$ cat config.mk
export PLATFORM = sky130hd
export DESIGN_NAME = xbus_pe_rx
export DESIGN_NICKNAME = d
export VERILOG_FILES = /design/src/rtl/xbus_pe_rx.sv
export SDC_FILE = /design/constraint.sdc
export NUM_CORES = 1
export LEC_CHECK = 0
export CORE_MARGIN = 2
export CORE_UTILIZATION = 45
export CTS_CLUSTER_DIAMETER = 100
export DETAILED_ROUTE_END_ITERATION = 12
export PLACE_DENSITY = 0.78
export SKIP_CTS_REPAIR_TIMING = 1
export SYNTH_ARGS = -nofsm -noshare
export SYNTH_HDL_FRONTEND = slang
export SYNTH_HIERARCHICAL = 1
export SYNTH_SLANG_ARGS = --single-unit
$ cat constraint.sdc
create_clock -name clk -period 3.1 [get_ports clk]
set_input_delay 0.93 -clock clk [delete_from_list [all_inputs] [get_ports clk]]
set_output_delay 0.93 -clock clk [all_outputs]
set_load 0.02 [all_outputs]
$ cat src/rtl/xbus_pe_rx.sv
// xbus_pe_rx: PE-side receiver for the X bus (global buffer to PE traffic).
//
// Holds a programmable PE ID and compares it with the TAG of every bus word.
// Words addressed to this PE (or broadcast, TAG all-ones) are steered by type
// into one of three first-word-fall-through FIFOs (ifmap, filter, psum), each
// with its own valid/ready port towards the PE datapath. Back-pressure is only
// applied to words addressed to this PE.
//
// Ports:
//   clk, rstn                      clock, async active-low reset
//   cfg_id_we, cfg_id_in, pe_id    PE ID register load / current value
//   bus_valid, bus_tag, bus_type,
//   bus_data, bus_ready            X bus word and its ready
//   ifmap_valid/ready/data         ifmap FIFO output port
//   fltr_valid/ready/data          filter FIFO output port
//   psum_valid/ready/data          psum FIFO output port
//   rx_count                       accepted words, saturating
//   type_err                       sticky: matched reserved-type word seen

// Small FWFT FIFO. Full is taken from the registered count only, so a pop in
// the same cycle never opens a slot for a push.
module xbus_pe_rx_fifo #(
    parameter int WIDTH = 16,
    parameter int DEPTH = 4
) (
    input  logic             clk,
    input  logic             rstn,
    input  logic             push,
    input  logic [WIDTH-1:0] push_data,
    output logic             full,
    output logic             valid,
    input  logic             ready,
    output logic [WIDTH-1:0] data
);
    localparam int AW = $clog2(DEPTH);
    localparam logic [AW:0] FULL_CNT = (AW+1)'(DEPTH);

    logic [WIDTH-1:0] mem [DEPTH];
    logic [AW-1:0]    wr_ptr;
    logic [AW-1:0]    rd_ptr;
    logic [AW:0]      count;
    logic             pop;
    logic             do_push;

    assign valid   = (count != '0);
    assign full    = (count == FULL_CNT);
    assign pop     = valid & ready;
    assign do_push = push & ~full;
    assign data    = valid ? mem[rd_ptr] : '0;

    always_ff @(posedge clk) begin
        if (do_push) begin
            mem[wr_ptr] <= push_data;
        end
    end

    always_ff @(posedge clk or negedge rstn) begin
        if (!rstn) begin
            wr_ptr <= '0;
            rd_ptr <= '0;
            count  <= '0;
        end else begin
            if (do_push) begin
                wr_ptr <= wr_ptr + 1'b1;
            end
            if (pop) begin
                rd_ptr <= rd_ptr + 1'b1;
            end
            case ({do_push, pop})
                2'b10:   count <= count + 1'b1;
                2'b01:   count <= count - 1'b1;
                default: count <= count;
            endcase
        end
    end
endmodule

module xbus_pe_rx #(
    parameter int DATA_WIDTH = 16,
    parameter int ID_WIDTH   = 4,
    parameter int FIFO_DEPTH = 4
) (
    input  logic                    clk,
    input  logic                    rstn,
    input  logic                    cfg_id_we,
    input  logic [ID_WIDTH-1:0]     cfg_id_in,
    output logic [ID_WIDTH-1:0]     pe_id,
    input  logic                    bus_valid,
    input  logic [ID_WIDTH-1:0]     bus_tag,
    input  logic [1:0]              bus_type,
    input  logic [2*DATA_WIDTH-1:0] bus_data,
    output logic                    bus_ready,
    output logic                    ifmap_valid,
    input  logic                    ifmap_ready,
    output logic [DATA_WIDTH-1:0]   ifmap_data,
    output logic                    fltr_valid,
    input  logic                    fltr_ready,
    output logic [DATA_WIDTH-1:0]   fltr_data,
    output logic                    psum_valid,
    input  logic                    psum_ready,
    output logic [2*DATA_WIDTH-1:0] psum_data,
    output logic [15:0]             rx_count,
    output logic                    type_err
);
    localparam logic [1:0] TYPE_IFMAP = 2'd0;
    localparam logic [1:0] TYPE_FLTR  = 2'd1;
    localparam logic [1:0] TYPE_PSUM  = 2'd2;
    localparam logic [1:0] TYPE_RSVD  = 2'd3;

    logic match;
    logic sel_full;
    logic accept;
    logic drop_rsvd;
    logic ifmap_full;
    logic fltr_full;
    logic psum_full;

    // Matching always uses the registered ID, so an ID write in the same
    // cycle as a bus word only affects later words.
    assign match = (bus_tag == pe_id) || (bus_tag == {ID_WIDTH{1'b1}});

    always_comb begin
        sel_full = 1'b0;
        case (bus_type)
            TYPE_IFMAP: sel_full = ifmap_full;
            TYPE_FLTR:  sel_full = fltr_full;
            TYPE_PSUM:  sel_full = psum_full;
            default:    sel_full = 1'b0;
        endcase
    end

    // Unaddressed and reserved-type words are always taken so they never
    // stall the bus.
    assign bus_ready = ~match | (bus_type == TYPE_RSVD) | ~sel_full;
    assign accept    = bus_valid & bus_ready & match & (bus_type != TYPE_RSVD);
    assign drop_rsvd = bus_valid & match & (bus_type == TYPE_RSVD);

    always_ff @(posedge clk or negedge rstn) begin
        if (!rstn) begin
            pe_id    <= '0;
            rx_count <= '0;
            type_err <= 1'b0;
        end else begin
            if (cfg_id_we) begin
                pe_id <= cfg_id_in;
            end
            if (accept && rx_count != 16'hFFFF) begin
                rx_count <= rx_count + 16'd1;
            end
            if (drop_rsvd) begin
                type_err <= 1'b1;
            end
        end
    end

    xbus_pe_rx_fifo #(.WIDTH(DATA_WIDTH), .DEPTH(FIFO_DEPTH)) u_ifmap_fifo (
        .clk       (clk),
        .rstn      (rstn),
        .push      (accept && bus_type == TYPE_IFMAP),
        .push_data (bus_data[DATA_WIDTH-1:0]),
        .full      (ifmap_full),
        .valid     (ifmap_valid),
        .ready     (ifmap_ready),
        .data      (ifmap_data)
    );

    xbus_pe_rx_fifo #(.WIDTH(DATA_WIDTH), .DEPTH(FIFO_DEPTH)) u_fltr_fifo (
        .clk       (clk),
        .rstn      (rstn),
        .push      (accept && bus_type == TYPE_FLTR),
        .push_data (bus_data[DATA_WIDTH-1:0]),
        .full      (fltr_full),
        .valid     (fltr_valid),
        .ready     (fltr_ready),
        .data      (fltr_data)
    );

    xbus_pe_rx_fifo #(.WIDTH(2*DATA_WIDTH), .DEPTH(FIFO_DEPTH)) u_psum_fifo (
        .clk       (clk),
        .rstn      (rstn),
        .push      (accept && bus_type == TYPE_PSUM),
        .push_data (bus_data),
        .full      (psum_full),
        .valid     (psum_valid),
        .ready     (psum_ready),
        .data      (psum_data)
    );
endmodule

==> After elaboration in Yosys (flattened, before gate mapping) <==
Memory sizes are Yosys's and may differ from the RTL's.
Index checks and enable logic that the tools add are counted.
{ "totals": {"n_memories": 3, "ramBits": 256, "elab_cells": 87, "output_inout_bits": 89, "ff_bits": 42} }
{ "classes": {"eq_ne": 16, "bitwise_logic": 18, "n_addsub": 13, "n_reduce_logical": 12, "n_mux": 13} }
{ "memory_table": {"columns": ["memory", "depth", "width", "read_ports", "rd_clocked_by_memory_dff", "write_ports", "line_no", "text"], "rows": [
  ["u_psum_fifo.mem", 4, 32, 1, 0, 1, "38", "logic [WIDTH-1:0] mem [DEPTH];"],
  ["u_fltr_fifo.mem", 4, 16, 1, 0, 1, "38", null],
  ["u_ifmap_fifo.mem", 4, 16, 1, 0, 1, "38", null]
]} }
{ "ops": {"columns": ["cell", "n"], "rows": [
  ["16-bit 2-to-1 mux", 2],
  ["32-bit 2-to-1 mux", 1],
  ["3-bit one-hot mux with 2 select lines", 3],
  ["16-bit by 1-bit adder with 16-bit output, second input constant", 1],
  ["16-bit inequality test, second input constant", 1],
  ["2-bit by 1-bit adder with 2-bit output, second input constant", 6],
  ["1-bit AND", 11],
  ["2-bit equality test, second input constant", 5],
  ["3-bit by 1-bit adder with 3-bit output, second input constant", 3],
  ["3-bit equality test, second input constant", 3],
  ["3-bit nonzero test", 3],
  ["3-bit by 1-bit subtractor with 3-bit output, second input constant", 3],
  ["2-bit by 1-bit equality test with 1-bit output, second input constant", 4],
  ["1-bit 2-to-1 mux", 6],
  ["2-bit nonzero test", 3],
  ["1-bit inverter", 5],
  ["4-bit equality test", 1],
  ["4-bit equality test, second input constant", 1],
  ["1-bit logical AND", 4],
  ["1-bit one-hot mux with 3 select lines", 1],
  ["2-bit logical NOT", 1],
  ["2-bit inequality test, second input constant", 1],
  ["1-bit bitwise OR", 2],
  ["1-bit logical OR", 1]
]} }

==> Logic depth before layout (Yosys ltp) <==
Gate-level depths: netlist (run 1).
{ "logic_depth": {"ltp_word": 12, "mapped_depth": 15} }

==> Cells and area by module <==
Netlist (run 1), hierarchy kept.
{ "modules_own_cells": {"columns": ["module", "cells_per_inst", "seq_area_each_um2", "n_inst", "area_each_um2"], "rows": [
  ["xbus_pe_rx_fifo (u_fltr_fifo ...)", 139, 2097.0, 2, 2876.5],
  ["xbus_pe_rx_fifo (u_psum_fifo)", 241, 4018.9, 1, 5298.8],
  ["xbus_pe_rx", 99, 525.5, 1, 1176.1]
]} }

==> Worst setup path after synthesis (run 1) <==
No wires, ideal clock.
{ "synth_timing": {"path_kind": "input-to-reg", "start": "input bus_tag[1]", "end": "memory u_psum_fifo/mem[0][0] (netlist bit) (enable)", "required_ns": 2.708, "arrival_ns": 3.175, "cell_stages": 9, "setup_slack_ns": -0.467, "path_cell_list": "xor2_1 o41ai_2 and2_1 buf_6 buf_12 nand2_1 nor3_1 nor2b_1 and2_1"} }
{ "synth_between": {"elab_chain_len": 12} }
{ "synth_lines": {"columns": ["element", "line_no", "text"], "rows": [
  ["start: declaration", "89", "input logic [ID_WIDTH-1:0] bus_tag,"],
  ["4-bit equality test", "120", "assign match = (bus_tag == pe_id) || (bus_tag == {ID_WIDTH{1'b1}});"],
  ["1-bit logical OR (*)", "120", null],
  ["1-bit inverter", "134", "assign bus_ready = ~match | (bus_type == TYPE_RSVD) | ~sel_full;"],
  ["1-bit bitwise OR (2 in a row)", "134", null],
  ["1-bit AND", "135", "assign accept = bus_valid & bus_ready & match & (bus_type != TYPE_RSVD);"],
  ["1-bit AND (*) (2 in a row)", "135", null],
  ["1-bit logical AND (*)", "181", ".push (accept && bus_type == TYPE_PSUM),"],
  ["1-bit AND (*)", "48", "assign do_push = push & ~full;"],
  ["1-bit 2-to-1 mux (*)", "52", "if (do_push) begin"],
  ["1-bit 2-to-1 mux (implied by the code) (*)", "53", "mem[wr_ptr] <= push_data;"],
  ["end: declaration", "38", null]
]} }
Mark *: on every way between the ends. The rest lies on a longest branch, timed or not.

==> Worst setup path in the final report (run 1) <==
{ "layout_timing": {"start": "register u_psum_fifo.rd_ptr[0]", "end": "output psum_data[3]"} }
{ "layout_between": {"elab_chain_len": 2} }
{ "layout_lines": {"columns": ["element", "line_no", "text"], "rows": [
  ["start: declaration", "40", "logic [AW-1:0] rd_ptr;"],
  ["start signal: assignment", "67", "rd_ptr <= rd_ptr + 1'b1;"],
  ["memory 4 x 32 bit", null, null],
  ["32-bit 2-to-1 mux", "49", "assign data = valid ? mem[rd_ptr] : '0;"],
  ["end: declaration", "101", "output logic [2*DATA_WIDTH-1:0] psum_data,"]
]} }
Every way passes these cells.

==> results of run 1 <==
## cells by family (layout without fill, tap and decap cells)
family | after synthesis | count (layout) | share of synthesized area [%]
xor+xnor | 37 | 37 | 2.650
mux | 76 | 76 | 13.50
fa+ha+maj | 19 | 19 | 2.128
buf+inv | 45 | 258 | 2.548
compound gates | 6 | 6 | 0.6856
simple gates | 137 | 137 | 7.030
flops | 298 | 298 | 71.46
## per-layer routing
layer / share of wire [%] / up-vias
met4: 1.4 / 4
met5: 0.12 / -
met2: 52 / 182
met3: 5.7 / 30
met1: 41 / 3169
li1: - / 2786
## path summary, 6_finish.rpt
check	depth (start not counted)	end	slack, ns
max reg2reg	12	u_fltr_fifo/count[2]$_DFFE_PN0P_	0.52
min	1	u_psum_fifo/count[1]$_DFFE_PN0P_	0.35
max in group asynchronous	2	u_psum_fifo/wr_ptr[1]$_DFFE_PN0P_	2.24
max	5	psum_data[3]	0.02
min reg2reg	1	type_err$_DFFE_PN0P_	0.48
min in group clk	1	type_err$_DFFE_PN0P_	0.48
## registers in the layout, summed over array words and instances (netlist names)
signal               count
u_psum_fifo/mem        128
u_fltr_fifo/mem         64
u_ifmap_fifo/mem        64
rx_count                16
pe_id                    4
u_fltr_fifo/count        3
u_ifmap_fifo/count       3
u_psum_fifo/count        3
u_fltr_fifo/rd_ptr       2
u_fltr_fifo/wr_ptr       2
u_ifmap_fifo/rd_ptr      2
u_ifmap_fifo/wr_ptr      2
u_psum_fifo/rd_ptr       2
u_psum_fifo/wr_ptr       2
type_err                 1
## synth_stat cells (6+ instances only)
master    instances  area (sq um)
mux4_1           20         525.5
dfrtp_1          42          1051
and3_1            6         37.54
xor2_1           13         113.9
nand4_1          10         62.56
mux4_2           44         991.0
ha_1             16         200.2
nand3_1          10         50.05
mux2_2            7         78.83
buf_12            6         120.1
buf_2             9         45.04
inv_1            18         67.56
clkbuf_1          7         26.28
edfxtp_1        256          7687
xnor2_1          24         210.2
and2_1           81         506.7
## final cells by class
| type | count | area, sq um |
|---|---|---|
| fill | 1943 | 11170 |
| sequential | 298 | 8741 |
| multi-input combinational | 275 | 3219 |
| timing repair buffer | 184 | 2138 |
| clock buffer | 36 | 814.5 |
| tap | 341 | 426.7 |
| clock inverter | 20 | 219.0 |
| inverter | 18 | 67.56 |
## critical path: cells and delay by family (launching register included)
| family | cells | cell delay [ns] |
|---|---|---|
| muxes | 1 | 0.50 |
| DFF | 1 | 0.43 |
| and+or+nand+nor | 1 | 0.20 |
| buffers and inverters | 3 | 0.48 |
## through the flow
stage / TNS, ns / util (%) / setup slack [ns]
final: 0 / 58.31 / 0.01547
after CTS: -18.03 / 57.70 / -0.3807
after detailed placement: -76.07 / 53.84 / -0.4142
after global placement: -66.62 / 53.84 / -0.3668
after global routing: -0.1778 / 58.31 / -0.06334
after floorplan: -1.135 / - / -0.02829
## power groups by stage
stage	sequential, mW	combinational, mW	clock [mW]
floorplan	4.78	2.95	0
global placement	4.83	4.66	0
detailed placement	4.84	4.72	0
CTS	4.77	4.78	3.76
global route	4.80	4.96	3.92
finish	4.78	4.62	3.69
## cells in the final DEF, fill, tap and decap left out, types with 4 or more instances in the layout
master	Yosys	layout
nor2_1	4	4
clkinv_2	0	5
dlymetal6s2s_1	0	61
buf_12	6	21
nand4_1	10	10
inv_1	18	15
and2_1	81	76
nand3_1	10	10
nand2_1	4	4
mux4_1	20	14
xor2_1	13	13
clkinvlp_4	0	5
clkdlybuf4s50_1	0	70
buf_4	1	20
clkbuf_16	0	31
mux2i_1	4	4
xnor2_1	24	24
buf_6	4	7
and3_1	6	6
mux2_2	7	7
mux4_2	44	50
and2_2	0	4
dfrtp_1	42	40
ha_1	16	13
edfxtp_1	256	256
==> impl_metrics.tcl, run 1 <==
set metrics [dict create \
    cts_tree "done" \
    die_w_um 168.8 \
    clockRootBuffer "clkbuf_16" \
    grt_first_pass_wirelength_mm 37.29 \
    ys_ff_latch 298 \
    numClockSinks 298 \
    rsz0062_at_grt "true" \
    fp-row-count 60 \
    synthDistinctLibCells 43 \
    grtUsageMet3_pct 3.484 \
    crit_fanout 15 \
    die_area_sq_um 28510 \
    grtUsageMet1_pct 22.25 \
    crit_type "reg -> out" \
    htreeDepth 1 \
    vias 6171 \
    power.switching_mw 3.981 \
    num_io_pins 138 \
    drv_slew 0 \
    initial_core_util_pct 45.63 \
    max_cap_viol_count 0 \
    p_int_mw 9.110 \
    yosys_warnings 6 \
    crit_start "u_psum_fifo/rd_ptr[0]$_DFFE_PN0P_" \
    met2_usage_pct 30.13 \
    syn_nets 686 \
    hold_violations 0 \
    dp_hpwl_mm 15.29 \
    busiest_layer "met2" \
    hp-class "in -> async" \
    antenna_found_initial 2 \
    ant_nets 0 \
    comb_power_share_pct 35.3 \
    grt_pass1_vias 6464 \
    area_delta_synth_final_pct 27.79 \
    r2r-start "pe_id[1]$_DFFE_PN0P_" \
    async_flop_share_pct 14.09 \
    io_buffer_count 137 \
    seqPwrFrac_pct 36.5 \
    finClkSkew_ns 0.02532 \
    clkSlewWorstSetupHoldPaths_ns 0.06 \
    drt_iter0_markers 391 \
    track_usage_pct 17.16 \
    cp_cell_sequence "buf_12 > buf_6 > mux4_2 > and2_1 > clkbuf_2" \
    setup_viol 0 \
    swShare_pct 30.41 \
    slowest_stage "mux4_2" \
    cp-start-kind "register" \
    drc 0 \
    totalWireLength_mm 24.07 \
    period_share_pct 99.50 \
    max_freq_mhz 324.2 \
    synth_cells 618 \
    routedWlPerCell_um 20.54 \
    cts_buffer_depth 3 \
    ir_worst_vdd_v 0.0004408 \
    synth_ff_type "edfxtp_1" \
    max_stage_delay_ns 0.50 \
    cp.arrival_ns 2.15 \
    end_kind "primary output" \
    core_area_sq_um 26800 \
    dp_cells 1114 \
    netlist_area_sq_um 12230 \
    leakagePower_nw 5.977 \
    period_minus_slack_ns 3.085 \
    synth_edf_count 256 \
    ys_seq_area_share_pct 71.46 \
    gr-total-overflow 0 \
    whs_ns 0.3454 \
    power_density_nw_per_um2 837.7 \
    fin_cells 1172 \
    slew_headroom_pct 64.23 \
    place_congestion 0.7514 \
    drt_first_pass_iters 4 \
    cts_buffers 30 \
    grt_max_degree 36 \
    outcome "finished clean" \
    viasPerCell 5.265 \
    clock_latency_ns 0.56 \
    drive_gt1_share_pct 23.35 \
    cp_data_required_time_ns 2.17 \
    tightest_slew_ns 0.5348 \
    num-nets-final 875 \
    syn_area_per_cell_sq_um 19.79 \
    dpl_cell_area_sq_um 14430 \
    antenna_cells 0 \
    power_frac_clock_pct 28.2 \
    finalPower_mw 13.09 \
    final_area_sq_um 15630 \
    die_h_um 168.8 \
]
No activity file was read; power rests on OpenSTA's default activity.
==> inputs of run 2 (changes only) <==
--- a/config.mk
+++ b/config.mk
@@ -8,6 +8,7 @@
 export CORE_MARGIN = 2
 export CORE_UTILIZATION = 45
 export CTS_CLUSTER_DIAMETER = 100
+export CTS_CLUSTER_SIZE = 10
 export DETAILED_ROUTE_END_ITERATION = 12
 export PLACE_DENSITY = 0.78
 export SKIP_CTS_REPAIR_TIMING = 1
==> impl_metrics.tcl, run 2 (same netlist as run 1, synthesis figures left out) <==
set metrics [dict create \
    outcome "finished clean" \
    io_buffer_count 137 \
    p_int_mw 9.138 \
    ir_worst_vdd_v 0.0004429 \
    crit_type "in -> out" \
    swShare_pct 30.04 \
    core_area_sq_um 26800 \
    gr-total-overflow 0 \
    drt_first_pass_iters 4 \
    antenna_found_initial 2 \
    regMostFlops "u_psum_fifo/mem" \
    cts_tree "done" \
    period_share_pct 99.50 \
    num-nets-final 878 \
    tightest_slew_ns 0.5470 \
    clockRootBuffer "clkbuf_16" \
    utilization_pct 58.35 \
    antenna_cells 0 \
    grtUsageMet3_pct 3.928 \
    finalPower_mw 13.06 \
    drive_gt1_share_pct 20.43 \
    num_io_pins 138 \
    leakagePower_nw 6.009 \
    die_h_um 168.8 \
    seqPwrFrac_pct 36.6 \
    final_cell_mix "edfxtp_1 (256), and2_1 (76), clkdlybuf4s50_1 (70)" \
    finClkSkew_ns 0.01235 \
    post-route-worst-setup-slack_ns 0.01559 \
    layout_commonest_cell "edfxtp_1" \
    hp-class "in -> async" \
    largest_reg_flops 128 \
    end_kind "primary output" \
    slew_headroom_pct 63.53 \
    cp.arrival_ns 2.15 \
    grt_max_degree 36 \
    cp_data_required_time_ns 2.17 \
    numClockSinks 298 \
    power_frac_clock_pct 28.3 \
    viasPerCell 5.300 \
    fp-row-count 60 \
    totalWireLength_mm 24.40 \
    clkSlewWorstSetupHoldPaths_ns 0.06 \
    cp-start-kind "input port" \
    cts_buffer_depth 3 \
    dp_hpwl_mm 15.29 \
    drv_slew 0 \
    hold_violations 0 \
    rsz0062_at_grt "true" \
    vias 6243 \
    initial_core_util_pct 45.63 \
    max_freq_mhz 324.2 \
    met2_usage_pct 30.65 \
    drt_iter0_markers 322 \
    grt_pass1_vias 6642 \
    final_area_sq_um 15640 \
    pre_cts_slack_ns -0.4142 \
    r2r_cells 13 \
    busiest_layer "met2" \
    setup_viol 0 \
    max_cap_viol_count 0 \
    dpl_cell_area_sq_um 14430 \
    grt_first_pass_wirelength_mm 37.71 \
    grtUsageMet1_pct 21.94 \
    routedWlPerCell_um 20.71 \
    cts_buffers 35 \
    crit_start "bus_tag[1]" \
    ant_nets 0 \
    place_congestion 0.7514 \
    top_regs "u_psum_fifo/mem: 128 flops, u_fltr_fifo/mem: 64 flops, u_ifmap_fifo/mem: 64 flops" \
    area_delta_synth_final_pct 27.89 \
    period_minus_slack_ns 3.084 \
    htreeDepth 2 \
    power.switching_mw 3.924 \
    power_density_nw_per_um2 835.2 \
    die_area_sq_um 28510 \
    comb_power_share_pct 35.1 \
    track_usage_pct 17.41 \
    r2r-start "pe_id[1]$_DFFE_PN0P_" \
    drc 0 \
    clock_latency_ns 0.51 \
    die_w_um 168.8 \
    crit_fanout 2 \
]
[run 2: cell types whose count changed in the layout (fill, tap and decap cells not counted), moves of 2 or more]
cell / change
buf_6: -3
bufinv_16: -3
clkbuf_1: +22
clkbuf_16: +5
clkbuf_2: -2
clkinv_2: -5
clkinv_4: -2
clkinvlp_4: -5
dlymetal6s2s_1: +3
mux4_1: +5
mux4_2: -5
[run 2: power by group through the flow]
stage | logic (mW) | clock network [mW] | registers (mW)
global placement | 4.66 | 0 | 4.83
CTS | 4.77 | 3.79 | 4.77
floorplan | 2.95 | 0 | 4.78
finish | 4.58 | 3.70 | 4.78
global route | 4.91 | 3.95 | 4.80
detailed placement | 4.72 | 0 | 4.84
[run 2: final cells by class]
type,instances,area (sq um)
sequential,298,8741
clock inverter,2,25.02
fill,1942,11160
tap,341,426.7
inverter,18,67.56
timing repair buffer,182,2132
multi-input combinational,275,3238
clock buffer,62,1008
[run 2: per-layer routing]
layer  vias to the layer above  share of wire, %
met4                         4               1.9
met3                        40               5.3
met2                       185                52
met5                         -              0.11
li1                       2800                 -
met1                      3214                41
[run 2: path summary, 6_finish.rpt]
| check | end | slack (ns) |
|---|---|---|
| worst max-delay path | bus_ready | 0.02 |
| worst min-delay path | u_psum_fifo/count[1]$_DFFE_PN0P_ | 0.42 |
| worst max register to register | u_psum_fifo/count[2]$_DFFE_PN0P_ | 0.60 |
| worst min register to register | type_err$_DFFE_PN0P_ | 0.47 |
| max in group asynchronous | rx_count[4]$_DFFE_PN0P_ | 2.17 |
| min in group clk | type_err$_DFFE_PN0P_ | 0.47 |
[run 2: through the flow]
| step | setup TNS [ns] | hold WS [ns] | instances |
|---|---|---|---|
| floorplan | -1.135 | 0.4471 | 618 |
| global placement | -66.62 | 0.4558 | 1114 |
| detailed placement | -76.07 | 0.4659 | 1114 |
| CTS | -14.85 | 0.4169 | 1178 |
| global route | -0.08117 | 0.4342 | 1178 |
| finish | 0 | 0.4153 | 1178 |
[run 2: worst max-delay path, stage by stage]
cell and delay, ns:
clkdlybuf4s50_1 0.43, xor2_1 0.16, o41ai_2 0.39, nand2_1 0.08, buf_2 0.17
